<file path="src/rtl/mem_if_pkg.sv">
// Shared constants for the miniSRC memory interface sequencer.
// State encoding and latency counter sizing.
package mem_if_pkg;

    localparam int LAT_MAX = 15;
    localparam int CNT_W   = 4;

    typedef enum logic [1:0] {
        IDLE = 2'd0,
        RD   = 2'd1,
        WR   = 2'd2,
        DONE = 2'd3
    } state_t;

endpackage

</file>
<file path="src/rtl/register_gen.sv">
// Generic enabled register with asynchronous clear.
// Used for both MAR and MDR.
module register_gen #(
    parameter int W = 32
) (
    input  logic         clock,
    input  logic         clear,
    input  logic         en,
    input  logic [W-1:0] d,
    output logic [W-1:0] q
);

    always_ff @(posedge clock or posedge clear) begin
        if (clear) begin
            q <= '0;
        end else if (en) begin
            q <= d;
        end
    end

endmodule

</file>
<file path="src/rtl/mem_interface_seq.sv">
// MAR/MDR memory interface sequencer for the miniSRC datapath.
// Drives a synchronous RAM with configurable latency and signals completion.
module mem_interface_seq
    import mem_if_pkg::*;
#(
    parameter int DATA_W    = 32,
    parameter int ADDR_W    = 9,
    parameter int READ_LAT  = 1,
    parameter int WRITE_LAT = 1
) (
    input  logic              clock,
    input  logic              clear,
    input  logic [DATA_W-1:0] busMuxOut,
    input  logic              MARin,
    input  logic              MDRin,
    input  logic              memRead,
    input  logic              memWrite,
    output logic [DATA_W-1:0] mdr_q,
    output logic [ADDR_W-1:0] mar_q,
    output logic              busy,
    output logic              done,
    output logic              err,
    output logic [ADDR_W-1:0] mem_addr,
    output logic [DATA_W-1:0] mem_wdata,
    output logic              mem_rden,
    output logic              mem_wren,
    input  logic [DATA_W-1:0] mem_rdata
);

    if (READ_LAT < 1 || READ_LAT > LAT_MAX) begin : g_bad_read_lat
        $error("mem_interface_seq: READ_LAT must be 1..15");
    end
    if (WRITE_LAT < 1 || WRITE_LAT > LAT_MAX) begin : g_bad_write_lat
        $error("mem_interface_seq: WRITE_LAT must be 1..15");
    end

    // Reads hold one extra cycle so the RAM q is valid at capture.
    localparam logic [CNT_W-1:0] RD_INIT = CNT_W'(READ_LAT);
    localparam logic [CNT_W-1:0] WR_INIT = CNT_W'(WRITE_LAT - 1);

    state_t           state;
    state_t           next_state;
    logic [CNT_W-1:0] count;
    logic [CNT_W-1:0] next_count;

    logic idle;
    logic cnt_zero;
    logic capture;
    logic viol;
    logic mar_en;
    logic mdr_en;
    logic [DATA_W-1:0] mdr_d;

    assign idle     = (state == IDLE);
    assign cnt_zero = (count == '0);
    assign capture  = (state == RD) && cnt_zero;
    assign viol     = idle ? (memRead && memWrite)
                           : (memRead || memWrite);

    always_ff @(posedge clock or posedge clear) begin
        if (clear) begin
            state <= IDLE;
            count <= '0;
            done  <= 1'b0;
            err   <= 1'b0;
        end else begin
            state <= next_state;
            count <= next_count;
            done  <= (next_state == DONE);
            err   <= viol;
        end
    end

    always_comb begin
        next_state = state;
        next_count = count;
        unique case (state)
            IDLE: begin
                if (memRead && !memWrite) begin
                    next_state = RD;
                    next_count = RD_INIT;
                end else if (memWrite && !memRead) begin
                    next_state = WR;
                    next_count = WR_INIT;
                end
            end
            RD, WR: begin
                if (cnt_zero) begin
                    next_state = DONE;
                end else begin
                    next_count = count - 1'b1;
                end
            end
            DONE: next_state = IDLE;
            default: next_state = IDLE;
        endcase
    end

    always_comb begin
        busy     = 1'b0;
        mem_rden = 1'b0;
        mem_wren = 1'b0;
        unique case (state)
            IDLE: ;
            RD: begin
                busy     = 1'b1;
                mem_rden = 1'b1;
            end
            WR: begin
                busy     = 1'b1;
                mem_wren = 1'b1;
            end
            DONE: busy = 1'b1;
            default: ;
        endcase
    end

    assign mar_en = idle && MARin;
    assign mdr_en = (idle && MDRin) || capture;
    assign mdr_d  = capture ? mem_rdata : busMuxOut;

    register_gen #(.W(ADDR_W)) u_mar (
        .clock (clock),
        .clear (clear),
        .en    (mar_en),
        .d     (busMuxOut[ADDR_W-1:0]),
        .q     (mar_q)
    );

    register_gen #(.W(DATA_W)) u_mdr (
        .clock (clock),
        .clear (clear),
        .en    (mdr_en),
        .d     (mdr_d),
        .q     (mdr_q)
    );

    assign mem_addr  = mar_q;
    assign mem_wdata = mdr_q;

endmodule

</file>
<file path="config.mk">
export PLATFORM = sky130hd
export DESIGN_NAME = mem_interface_seq
export DESIGN_NICKNAME = d
export VERILOG_FILES = /design/src/rtl/mem_if_pkg.sv /design/src/rtl/register_gen.sv /design/src/rtl/mem_interface_seq.sv
export SDC_FILE = /design/constraint.sdc
export NUM_CORES = 1
export LEC_CHECK = 0
export CORE_MARGIN = 8
export CORE_UTILIZATION = 40
export CTS_CLUSTER_DIAMETER = 150
export DETAILED_ROUTE_END_ITERATION = 10
export HOLD_SLACK_MARGIN = 0.06
export PLACE_DENSITY = 0.8
export SLEW_MARGIN = 15
export SYNTH_ARGS = -nofsm -noshare
export SYNTH_HDL_FRONTEND = slang
export SYNTH_HIERARCHICAL = 1
export SYNTH_SLANG_ARGS = --single-unit
</file>
<file path="constraint.sdc">
create_clock -name clock -period 2.8 [get_ports clock]
set_clock_uncertainty 0.15 [all_clocks]
set_input_delay 0.28 -clock clock [delete_from_list [all_inputs] [get_ports clock]]
set_output_delay 0.28 -clock clock [all_outputs]
set_load 0.01 [all_outputs]
</file>
==> run metrics <==
cts repair resizes=0; # DRC=0; Pwr per Cell Area=between 1000 and 1500 nW/um2; Yosys reg bits=49; non-filler cells, final=about 450; synthesized net count=about 310; top post-synthesis cells by count=dfrtp_1 (49), buf_4 (42), mux2_4 (39), mux2_1 (32), inv_1 (8); mean post-synth cell area=between 10 and 15 um2; 1st-iter DRT viols=25; routed vias=a little over 2,000; largest stage delay on the critical path=roughly 0.42 ns; Max Slew Vio Count=0; Net Sw Frac=33.8%; Fmax achieved=about 0.42 GHz; Crit. Startpoint=count[0]; ys flop type=dfrtp_1; ys async rst share=100%; NetSw=around 1.7 mW; Cells after Synth=230; CP Capture Type=flop; CP max FO=18; crit path time final=roughly 2.4 ns; htree depth=2; origin of the critical flop-to-flop path=count[0]; layout cells sized above 1=roughly 17%; period utilization=between 80% and 90%; number of cells on the worst reg-to-reg path=7; WP depth=7; Die Ht=103 um; final wirelength=around 8 mm; largest net degree at the start of global routing=19; vias in the first global route=about 2,300; chip width=between 100 and 150 um; IO Pins=157; Tot GR Track Use=between 10% and 20%; Leakage=1.90 nW; TritonCTS clock tree=done; WP data required=2.83 ns; most common cell in the netlist=dfrtp_1; Critical Path End=u_mdr/q[2]; final setup vio count=0; RSZ-0062 raised after global routing=false; CTS Root Cell=clkbuf_8; relative slew slack=~56%; r2r endpoint=u_mdr/q[2]; Skew-Pair Late Insertion Delay=approximately 0.3 ns; via density per instance=around 4.6; Seq pwr share=about 28%; area leader, netlist=dfrtp_1; Num CTS Buffers=5; Worst Max-Slew Pin Slew=around 0.65 ns; critical path class=flop to flop; Reg2Reg Setup Slack=0.43 ns; # port buffers=~160; CTS Buffer Depth=2; maximum VDD drop=0.522 mV; clock network power share=between 10% and 20%; num rows=31; Filler cells=~610; Synth Cell Area=roughly 3000 um2; leading post-synthesis cells by cell area=dfrtp_1 (41%), mux2_4 (19%), mux2_1 (12%), buf_4 (10%), ha_1 (2.5%); Initial Util=41.4%; placer's final routability congestion estimate=just under 0.8; Detail Placement HPWL=between 6 and 7 mm; family with the most delay on the worst path=multiplexers; setup_tns=0 ns; drt first pass iters=4; Yosys top cell area share=between 40% and 50%; Int Pwr=3.32 mW; Routed Antenna Nets=0; Cell variety after synth=34; initial antenna violation count=0; Setup Fix Bufs, Post-CTS=0; wire length per cell=between 15 and 20 um; fin nets=between 400 and 500; Seq/Total Area, Yosys=40.8%; Area Overhead vs Synth=47.2%; hold buffers post-CTS=0; crit path DAT=about 2.4 ns; total grt overflow=0; Fin. Hold Viols=0; die area=10,500 um2; combinational share of power=between 60% and 70%; CP max stage cell=dfrtp_1; critical path cell sequence=inv_1 -> ha_1 -> nor3b_2 -> and2_2 -> buf_4 -> mux2_1 -> mux2_4; Warnings, synthesis=6; number of diodes=0; status=completed; Worst-path clk slew=0.09 ns; WP buf/inv=2; number of max-cap violations=0; first-pass GRT wire length=about 12 mm; Core Region=about 7300 um2; min-delay worst type=input port to asynchronous set/reset pin; Placed Instances=~440; Post-synth EDFFs=0; # clock sinks=between 40 and 50; Startpoint Class=flop
## layer usage
layer / vias to the layer above / wire length (um) / track usage [%]
li1: 978 / - / -
met1: 1001 / 3030 / 15.8
met2: 89 / 4120 / 27.0
met4: 0 / 38 / 2.03
met3: 6 / 765 / 5.33
met5: - / 0 / 0
## metrics by stage
| stage | cell area [um2] | utilization, % | setup slack [ns] | hold slack [ns] | power (mW) |
|---|---|---|---|---|---|
| 2_1_floorplan | 3010 | - | 0.591 | -0.0543 | 3.40 |
| 3_3_place_gp | 4310 | 59.4 | 0.551 | 0.345 | 4.48 |
| 3_5_place_dp | 4310 | 59.4 | 0.450 | 0.365 | 4.56 |
| 4_1_cts | 4420 | 61.0 | 0.417 | 0.142 | 5.10 |
| 5_1_grt | 4420 | 61.0 | 0.295 | 0.195 | 5.32 |
| 6_report | 4420 | 61.0 | 0.428 | 0.140 | 5.01 |
## cells in the final DEF, fill, tap and decap left out, drive strengths merged, types with 3 or more instances in the layout
| cell type | n |
|---|---|
| nand2b | 4 |
| clkdlybuf4s50 | 156 |
| mux2 | 73 |
| inv | 9 |
| o21ai | 5 |
| dfrtp | 49 |
| nor2b | 3 |
| ha | 6 |
| clkbuf | 7 |
| nand2 | 6 |
| buf | 5 |
## flip-flops by register name, summed over array words and instances, names as in the netlist
signal and cells:
u_mdr/q 32, u_mar/q 9, count 4, state 2, done 1, err 1
## worst reg2reg max path: cells and delay by family (launching register included)
kind | cells | cell delay, ns
flops | 1 | 0.42
mux | 2 | 0.62
fa+ha+maj | 1 | 0.18
simple gates | 2 | 0.54
buf+inv | 2 | 0.35
## power groups by stage
stage	Sequential (mW)	Combinational [mW]	Clock (mW)
after floorplan	1.48	1.93	0
after global placement	1.38	3.10	0
after detailed placement	1.40	3.16	0
after CTS	1.39	3.16	0.539
after global routing	1.44	3.31	0.564
final	1.38	3.11	0.519
## layout make-up
class	count	area, um2	share of cell area (%)
Clock buffer	7	86.3	1.95
Clock inverter	1	30.0	0.679
Timing Repair Buffer	161	1610	36.4
Sequential cell	49	1230	27.7
Multi-Input combinational cell	121	1310	29.7
Inverter	9	33.8	0.764
Tap cell	99	124	2.80
## how the worst min path moves through the flow
stage | start | to | slack, ns | cells after the start
finish | clear | done | 0.14 | 2
floorplan | clear | count[0] | -0.05 | 1
global placement | count[0] | count[0] | 0.34 | 1
detailed placement | count[0] | count[0] | 0.37 | 1
global route | clear | count[0] | 0.19 | 2
CTS | clear | count[1] | 0.14 | 2
## cell families after synthesis
family,count (synthesis),synth area share [%]
flip-flops,49,40.8
multiplexers,74,32.6
adder cells (fa/ha/maj),8,3.16
buffers and inverters,60,15.6
AO/OA/AOI/OAI,15,3.16
AND/OR/NAND/NOR,24,4.70
(Power assumes the default switching activity.)
